<file path="src/rtl/video_int_gen_if.sv">
// Bundle between the video timing / port register side and the raster interrupt generator.
// The master drives strobes, compare values, mask and acknowledge; the slave returns INT state and position.
interface video_int_gen_if;
    logic       line_start;
    logic       frame_start;
    logic       htick;
    logic [8:0] vint_beg;
    logic [7:0] hint_beg;
    logic [2:0] intmask;
    logic       dma_end;
    logic       int_ack;
    logic       int_start;
    logic       int_n;
    logic [7:0] int_vec;
    logic [8:0] vcnt;
    logic [7:0] hcnt;

    modport master (
        output line_start, frame_start, htick, vint_beg, hint_beg, intmask, dma_end, int_ack,
        input  int_start, int_n, int_vec, vcnt, hcnt
    );

    modport slave (
        input  line_start, frame_start, htick, vint_beg, hint_beg, intmask, dma_end, int_ack,
        output int_start, int_n, int_vec, vcnt, hcnt
    );
endinterface

</file>
<file path="src/rtl/video_int_gen.sv">
// Raster interrupt generator: tracks raster position, raises frame/line/DMA interrupts,
// holds them for an INT_LEN window and serves the IM2 vector on acknowledge.
module video_int_gen #(
    parameter int INT_LEN = 32
) (
    input  logic           clk,
    input  logic           res,
    video_int_gen_if.slave bus
);
    localparam logic [7:0] LEN = 8'(INT_LEN);

    logic [8:0] vcnt;
    logic [7:0] hcnt;
    logic [2:0] pend, pend_nxt, set, clr, kept;
    logic [7:0] wcnt, wcnt_nxt;
    logic       frame_ev;
    logic       int_start;

    // Compare against pre-update counters and the compare values present this cycle
    assign frame_ev = bus.htick && !bus.line_start &&
                      (vcnt == bus.vint_beg) && (hcnt == bus.hint_beg);

    always_ff @(posedge clk or posedge res) begin
        if (res) begin
            vcnt <= '0;
            hcnt <= '0;
        end else if (bus.frame_start) begin
            vcnt <= '0;
            hcnt <= '0;
        end else if (bus.line_start) begin
            if (vcnt != 9'd511) vcnt <= vcnt + 9'd1;
            hcnt <= '0;
        end else if (bus.htick) begin
            if (hcnt != 8'd255) hcnt <= hcnt + 8'd1;
        end
    end

    always_comb begin
        set = {bus.dma_end, bus.line_start, frame_ev} & bus.intmask;
        clr = '0;
        if (bus.int_ack) begin
            if (pend[0])      clr = 3'b001;
            else if (pend[1]) clr = 3'b010;
            else if (pend[2]) clr = 3'b100;
        end
        // A fresh set overrides an ack-clear of the same bit
        kept     = pend & ~clr & bus.intmask;
        pend_nxt = kept | set;
        wcnt_nxt = wcnt;
        if (|set) begin
            wcnt_nxt = LEN;
        end else if (bus.int_ack && |kept) begin
            wcnt_nxt = LEN;
        end else if (|pend && wcnt != 8'd0) begin
            wcnt_nxt = wcnt - 8'd1;
            // Untaken requests are dropped when the window runs out
            if (wcnt == 8'd1) pend_nxt = '0;
        end
    end

    always_ff @(posedge clk or posedge res) begin
        if (res) begin
            pend      <= '0;
            wcnt      <= '0;
            int_start <= 1'b0;
        end else begin
            pend      <= pend_nxt;
            wcnt      <= wcnt_nxt;
            int_start <= frame_ev;
        end
    end

    always_comb begin
        if (pend[0])      bus.int_vec = 8'hFF;
        else if (pend[1]) bus.int_vec = 8'hFD;
        else if (pend[2]) bus.int_vec = 8'hFB;
        else              bus.int_vec = 8'hFF;
    end

    assign bus.int_n     = ~|pend;
    assign bus.int_start = int_start;
    assign bus.vcnt      = vcnt;
    assign bus.hcnt      = hcnt;
endmodule
</file>
<file path="src/flat_wrapper.sv">
// flat-port wrapper written by rule: the top's interface ports become plain ports
module video_int_gen_flat 
#(
    parameter int INT_LEN = 32
)
  (clk, res, bus_line_start, bus_frame_start, bus_htick, bus_vint_beg, bus_hint_beg, bus_intmask, bus_dma_end, bus_int_ack, bus_int_start, bus_int_n, bus_int_vec, bus_vcnt, bus_hcnt);
  video_int_gen_if bus_i ();
  input  logic clk;
  input  logic res;
  input wire logic [$bits(bus_i.line_start)-1:0] bus_line_start;
  input wire logic [$bits(bus_i.frame_start)-1:0] bus_frame_start;
  input wire logic [$bits(bus_i.htick)-1:0] bus_htick;
  input wire logic [$bits(bus_i.vint_beg)-1:0] bus_vint_beg;
  input wire logic [$bits(bus_i.hint_beg)-1:0] bus_hint_beg;
  input wire logic [$bits(bus_i.intmask)-1:0] bus_intmask;
  input wire logic [$bits(bus_i.dma_end)-1:0] bus_dma_end;
  input wire logic [$bits(bus_i.int_ack)-1:0] bus_int_ack;
  output wire logic [$bits(bus_i.int_start)-1:0] bus_int_start;
  output wire logic [$bits(bus_i.int_n)-1:0] bus_int_n;
  output wire logic [$bits(bus_i.int_vec)-1:0] bus_int_vec;
  output wire logic [$bits(bus_i.vcnt)-1:0] bus_vcnt;
  output wire logic [$bits(bus_i.hcnt)-1:0] bus_hcnt;
  assign bus_i.line_start = bus_line_start;
  assign bus_i.frame_start = bus_frame_start;
  assign bus_i.htick = bus_htick;
  assign bus_i.vint_beg = bus_vint_beg;
  assign bus_i.hint_beg = bus_hint_beg;
  assign bus_i.intmask = bus_intmask;
  assign bus_i.dma_end = bus_dma_end;
  assign bus_i.int_ack = bus_int_ack;
  assign bus_int_start = bus_i.int_start;
  assign bus_int_n = bus_i.int_n;
  assign bus_int_vec = bus_i.int_vec;
  assign bus_vcnt = bus_i.vcnt;
  assign bus_hcnt = bus_i.hcnt;
  video_int_gen #(.INT_LEN(INT_LEN)) u_core (.clk(clk), .res(res), .bus(bus_i));
endmodule
</file>
<file path="config.mk">
export PLATFORM = sky130hd
export DESIGN_NAME = video_int_gen_flat
export DESIGN_NICKNAME = d
export VERILOG_FILES = /design/src/rtl/video_int_gen_if.sv /design/src/rtl/video_int_gen.sv /design/src/flat_wrapper.sv
export SDC_FILE = /design/constraint.sdc
export NUM_CORES = 1
export LEC_CHECK = 0
export CORE_MARGIN = 8
export CORE_UTILIZATION = 30
export DETAILED_ROUTE_END_ITERATION = 12
export MAX_ROUTING_LAYER = met4
export SYNTH_ARGS = -nofsm -noshare
export SYNTH_HDL_FRONTEND = slang
export SYNTH_SLANG_ARGS = --single-unit
</file>
<file path="constraint.sdc">
create_clock -name clk -period 4.15 [get_ports clk]
set_clock_uncertainty 0.05 [all_clocks]
set_input_delay 0.83 -clock clk [delete_from_list [all_inputs] [get_ports clk]]
set_output_delay 0.83 -clock clk [all_outputs]
set_load 0.01 [all_outputs]
</file>
# Yosys cells after proc, flatten, opt, wreduce, memory -nomap -nowiden
# Index checks and enable logic that the tools add are counted.
dict set report classes {
  eq_ne 5
  muxes 21
  n_addsub 3
  bitwise_logic 5
  n_reduce_logical 18
}
# cell count
set ops {}
lappend ops {{two-way mux 8 bit} 9}
lappend ops {{two-way mux 3 bit} 9}
lappend ops {{two-way mux 9 bit} 3}
lappend ops {{adder 9 x 1 -> 9 bit, second input constant} 1}
lappend ops {{bitwise AND 3 bit} 3}
lappend ops {{equality test 9 bit} 1}
lappend ops {{!= test 9 bit, second input constant} 1}
lappend ops {{nonzero test 3 bit} 3}
lappend ops {{OR reduction 3 bit} 3}
lappend ops {{adder 8 x 1 -> 8 bit, second input constant} 1}
lappend ops {{equality test 8 x 1 -> 1 bit, second input constant} 1}
lappend ops {{equality test 8 bit} 1}
lappend ops {{!= test 8 bit, second input constant} 1}
lappend ops {{nonzero test 8 bit} 1}
lappend ops {{subtractor 8 x 1 -> 8 bit, second input constant} 1}
lappend ops {{logical AND 1 bit} 5}
lappend ops {{AND reduction 2 bit} 2}
lappend ops {{nonzero test 2 bit} 2}
lappend ops {{NOT 3 bit} 1}
lappend ops {{OR 3 bit} 1}
lappend ops {{logical NOT 1 bit} 2}
dict set report totals {
  in_bits 27
  output_inout_bits 27
  wordCells 57
  reg_bits 29
}

# Longest topological paths before layout
dict set report depth {
  ltp_word 12
  depth_mapped 10
  mapped_depth_nobuf 9
}

# Worst setup path before layout
# No wires, ideal clock.
dict set report synth_timing {
  kind {flip-flop to flip-flop}
  startpoint {register u_core.vcnt[0], in the netlist u_core.bus.vcnt[0]}
  endpoint {register u_core.vcnt[5], in the netlist u_core.bus.vcnt[5]}
  path_stages_with_launch 11
  setup_ps 132
  period_less_slack_ps 1908
  setup_slack_ps 2242
  t_arrival_ps 1726
  n_path_buf 1
  required_ps 3968
  cell_sequence {dfrtp_1 -> ha_1 -> nand3_1 -> nor2_1 -> ha_1 -> nor2b_1 -> buf_2 -> o2111ai_1 -> nor2_1 -> xnor2_1 -> nor2_1}
}
dict set report synth_via {
  elab_chain_cells 4
  elab_cells_between_ends 7
  cone_classes {add/sub: 1; eq/ne: 1; mux: 3; reduce/logical: 2}
}
# element line
set synth_rtl {}
lappend synth_rtl {{start: declaration} video_int_gen.sv:12} ;# logic [8:0] vcnt;
lappend synth_rtl {{start signal: assignment} video_int_gen.sv:31} ;# if (vcnt != 9'd511) vcnt <= vcnt + 9'd1;
lappend synth_rtl {{adder 9 x 1 -> 9 bit} video_int_gen.sv:31}
lappend synth_rtl {{two-way mux 9 bit} video_int_gen.sv:31}
lappend synth_rtl {{two-way mux 9 bit} video_int_gen.sv:30} ;# end else if (bus.line_start) begin
lappend synth_rtl {{two-way mux 9 bit} video_int_gen.sv:27} ;# end else if (bus.frame_start) begin
# Several ways; a longest one is shown, not always the timed one. The select of a mux whose other input is x is not followed.
# A chain may end at the register's enable or synchronous reset.

# Final worst setup path
dict set report layout_timing {
  startpoint {register u_core.pend[1]}
  endpoint {output bus_int_n}
}
dict set report layout_via {
  elab_chain_cells 2
}
# element line
set layout_rtl {}
lappend layout_rtl {{start: declaration} video_int_gen.sv:14} ;# logic [2:0] pend, pend_nxt, set, clr, kept;
lappend layout_rtl {{start signal: assignment} video_int_gen.sv:67} ;# pend <= pend_nxt;
lappend layout_rtl {{OR reduction 3 bit} video_int_gen.sv:80} ;# assign bus.int_n = ~|pend;
lappend layout_rtl {{logical NOT 1 bit} video_int_gen.sv:80}
lappend layout_rtl {{end: declaration} flat_wrapper.sv:19} ;# output wire logic [$bits(bus_i.int_n)-1:0] bus_int_n;
# Every way passes these cells.

==> flow_summary.yaml <==
cells_and_area:
  fin_cells: 322
  area_delta_synth_final_pct: 34.0
  n_fill_cell: 588
  fin_util_pct: 41.3
  final_common_cell: "clkdlybuf4s50_1"
  fin_area_um2: 2420
  multi_input_area_um2: 996
  ff_latch_area_um2: 726
  antenna_cells: 0
  final_cell_mix: "clkdlybuf4s50_1, nor2_1, dfrtp_1, xnor2_1, nand2_1"
  drive_gt1_share_pct: 6.48
  final_nets: 279
global_route:
  antenna_found_initial: 0
  grt_pass1_wl_mm: 7.78
  track_usage_pct: 11.6
  grt_max_degree: 30
  grt_pass1_vias: 1569
  grtUsageMet1_pct: 15.2
  grt.busiest_layer: "met2"
  met2_usage_pct: 17.0
  overflow: 0
  use_met3_pct: 2.80
detailed_routing:
  viasPerCell: 4.77
  dr.pass1.iters: 4
  num_vias: 1536
  ant_nets: 0
  wl_per_cell_um: 14.2
  drt_iter0_drc: 69
  wirelength_mm: 4.57
  drc: 0
synth:
  ys_warn_count: 0
  synth_cell_types: 40
  syn_area_um2: 1800
  synth.avg_cell_area_um2: 9.16
  ys_seq_area_share_pct: 40.2
  syn_inst: 197
  ys_seq_elements: 29
critical_path:
  r2r_slack_ns: 1.89
  r2r_cells: 9
  worstSetupEndpoint: "bus_int_n"
  worstPathMaxFanout: 6
  path_class: "register to output port"
  worst_setup_path_end_kind: "output port"
  reg2reg_to: "u_core.bus.vcnt[5]$_DFFE_PP0P_"
  critPathArrivalTime_ns: 1.75
  worstPathRequired_ns: 3.27
  cp-start-kind: "register"
  r2r_start: "u_core.bus.vcnt[0]$_DFFE_PP0P_"
  cp-startpoint: "u_core.pend[1]$_DFF_PP0_"
sta:
  post-route-period-util_pct: 63.5
  hold_viol: 0
  slew_headroom_pct: 63.4
  setup_viol: 0
  tightestPinTransition_ns: 0.547
  slew_violations: 0
  rsz0062_at_grt: "false"
  fmax_mhz: 380
  min_period_ns: 2.63
  fin_setup_tns_ns: 0
cts:
  cts_resized: 0
  hold_buffers: 0
  cts_tree: "built"
  post_cts_buffers: 0
  numCtsBuffers: 5
  clock_sinks: 29
  cts-root-buf: "clkbuf_8"
  clk-insertion-delay-late_ns: 0.27
  clock_path_buffers: 2
  cts.reportedPaths.clkPinSlew_ns: 0.06
  h-tree-depth: 2
power_and_ir_drop:
  powerDensity_nw_per_um2: 320
  vdd_ir_drop_max_uv: 140
  p_leak_nw: 0.949
die:
  die_w_um: 93.6
  core-area_um2: 5850
  start_util_pct: 30.8
  rows: 28
  ios: 54
  dieArea_um2: 8750
  die_y_um: 93.6
place:
  placed_area_um2: 2330
  hpwl_mm: 3.59
  place_congestion: 0.841
  dp_cells: 315
  io_buffers: 47
outcome:
  status: "completed"
worst_hold_path:
  hp-class: "register to register"
run:
  max_cap_violations: 0
layer usage:
metal | vias up | share of wire, %
li1 | 766 | -
met2 | 39 | 45
met3 | 2 | 5.7
met5 | - | 0
met1 | 729 | 48
met4 | 0 | 1.1
final cells by class:
class	instances	share of cell area, %
clock buffers	7	3.57
well taps	75	3.88
repair buffers	48	19.8
flip-flops and latches	29	30.0
inverters	10	1.60
multi-input cells	153	41.2
per-stage QoR:
stage / hold WS (ns) / power [mW] / setup slack, ns
2_1_floorplan: 0.487 / 0.481 / 2.24
3_5_place_dp: 0.519 / 0.549 / 1.47
5_1_grt: 0.551 / 0.828 / 1.45
6_report: 0.528 / 0.773 / 1.52
4_1_cts: 0.527 / 0.786 / 1.51
3_3_place_gp: 0.502 / 0.547 / 1.52
flip-flops by register name (all words and copies together), names as in the netlist:
signal	flops
u_core.bus.hcnt	8
u_core.bus.int_start	1
u_core.bus.vcnt	9
u_core.pend	3
u_core.wcnt	8
worst min path at each step:
stage / slack, ns / cells past startpoint / startpoint / end
finish: 0.53 / 2 / u_core.wcnt[0]$_DFFE_PP0P_ / u_core.wcnt[0]$_DFFE_PP0P_
global route: 0.55 / 2 / u_core.wcnt[1]$_DFFE_PP0P_ / u_core.wcnt[1]$_DFFE_PP0P_
CTS: 0.53 / 2 / u_core.wcnt[1]$_DFFE_PP0P_ / u_core.wcnt[1]$_DFFE_PP0P_
detailed placement: 0.52 / 2 / u_core.wcnt[1]$_DFFE_PP0P_ / u_core.wcnt[1]$_DFFE_PP0P_
global placement: 0.50 / 2 / u_core.wcnt[1]$_DFFE_PP0P_ / u_core.wcnt[1]$_DFFE_PP0P_
floorplan: 0.49 / 2 / u_core.wcnt[0]$_DFFE_PP0P_ / u_core.wcnt[0]$_DFFE_PP0P_
synth_stat cells (all sizes together):
master,number,share of area [%]
clkinv,1,0.28
nand4b,1,0.49
inv,9,1.9
a21boi,4,1.7
nor2,30,6.4
or4,1,0.42
a21bo,1,0.55
o2111ai,1,0.49
mux2i,5,2.8
xor2,6,2.9
or2,1,0.35
nor4,2,1.4
or3,3,1.3
a21oi,6,1.7
nand2b,1,0.35
nand2,13,2.7
a22oi,2,0.83
nand3b,2,0.83
clkbuf,2,0.42
a211oi,2,0.83
o31ai,1,1.2
nor3,9,2.5
and3,2,0.69
and4,1,0.49
conb,1,0.21
dfrtp,29,40
xnor2,23,11
buf,8,3.1
nand4,9,3.5
a41oi,1,0.49
a31oi,5,1.7
o21ai,5,1.4
nor2b,1,0.35
nand3,4,1.1
ha,5,3.5
power breakdown:
part	leakage, nW	switching, mW	internal, mW	total (mW)
clock	0.0443	0.0975	0.131	0.229
sequential	0.392	0.0335	0.309	0.342
combinational	0.513	0.105	0.0972	0.202
cells by family after synthesis:
group	after synthesis	share of synthesized area, %
adders and majority gates	5	3.47
xor gates and xnor gates	29	14.1
AOI/OAI and AO/OA	28	10.8
and+or+nand+nor	80	22.8
muxes	5	2.77
other	1	0.208
DFF	29	40.2
buffers and inverters	20	5.62
critical path, cell delays in order (launching register included):
cell             delay (ns)
dfrtp_1                0.43
or3_4                  0.43
clkinv_2               0.08
clkdlybuf4s50_1        0.54
Note: power is estimated with default switching activity, not from simulation.
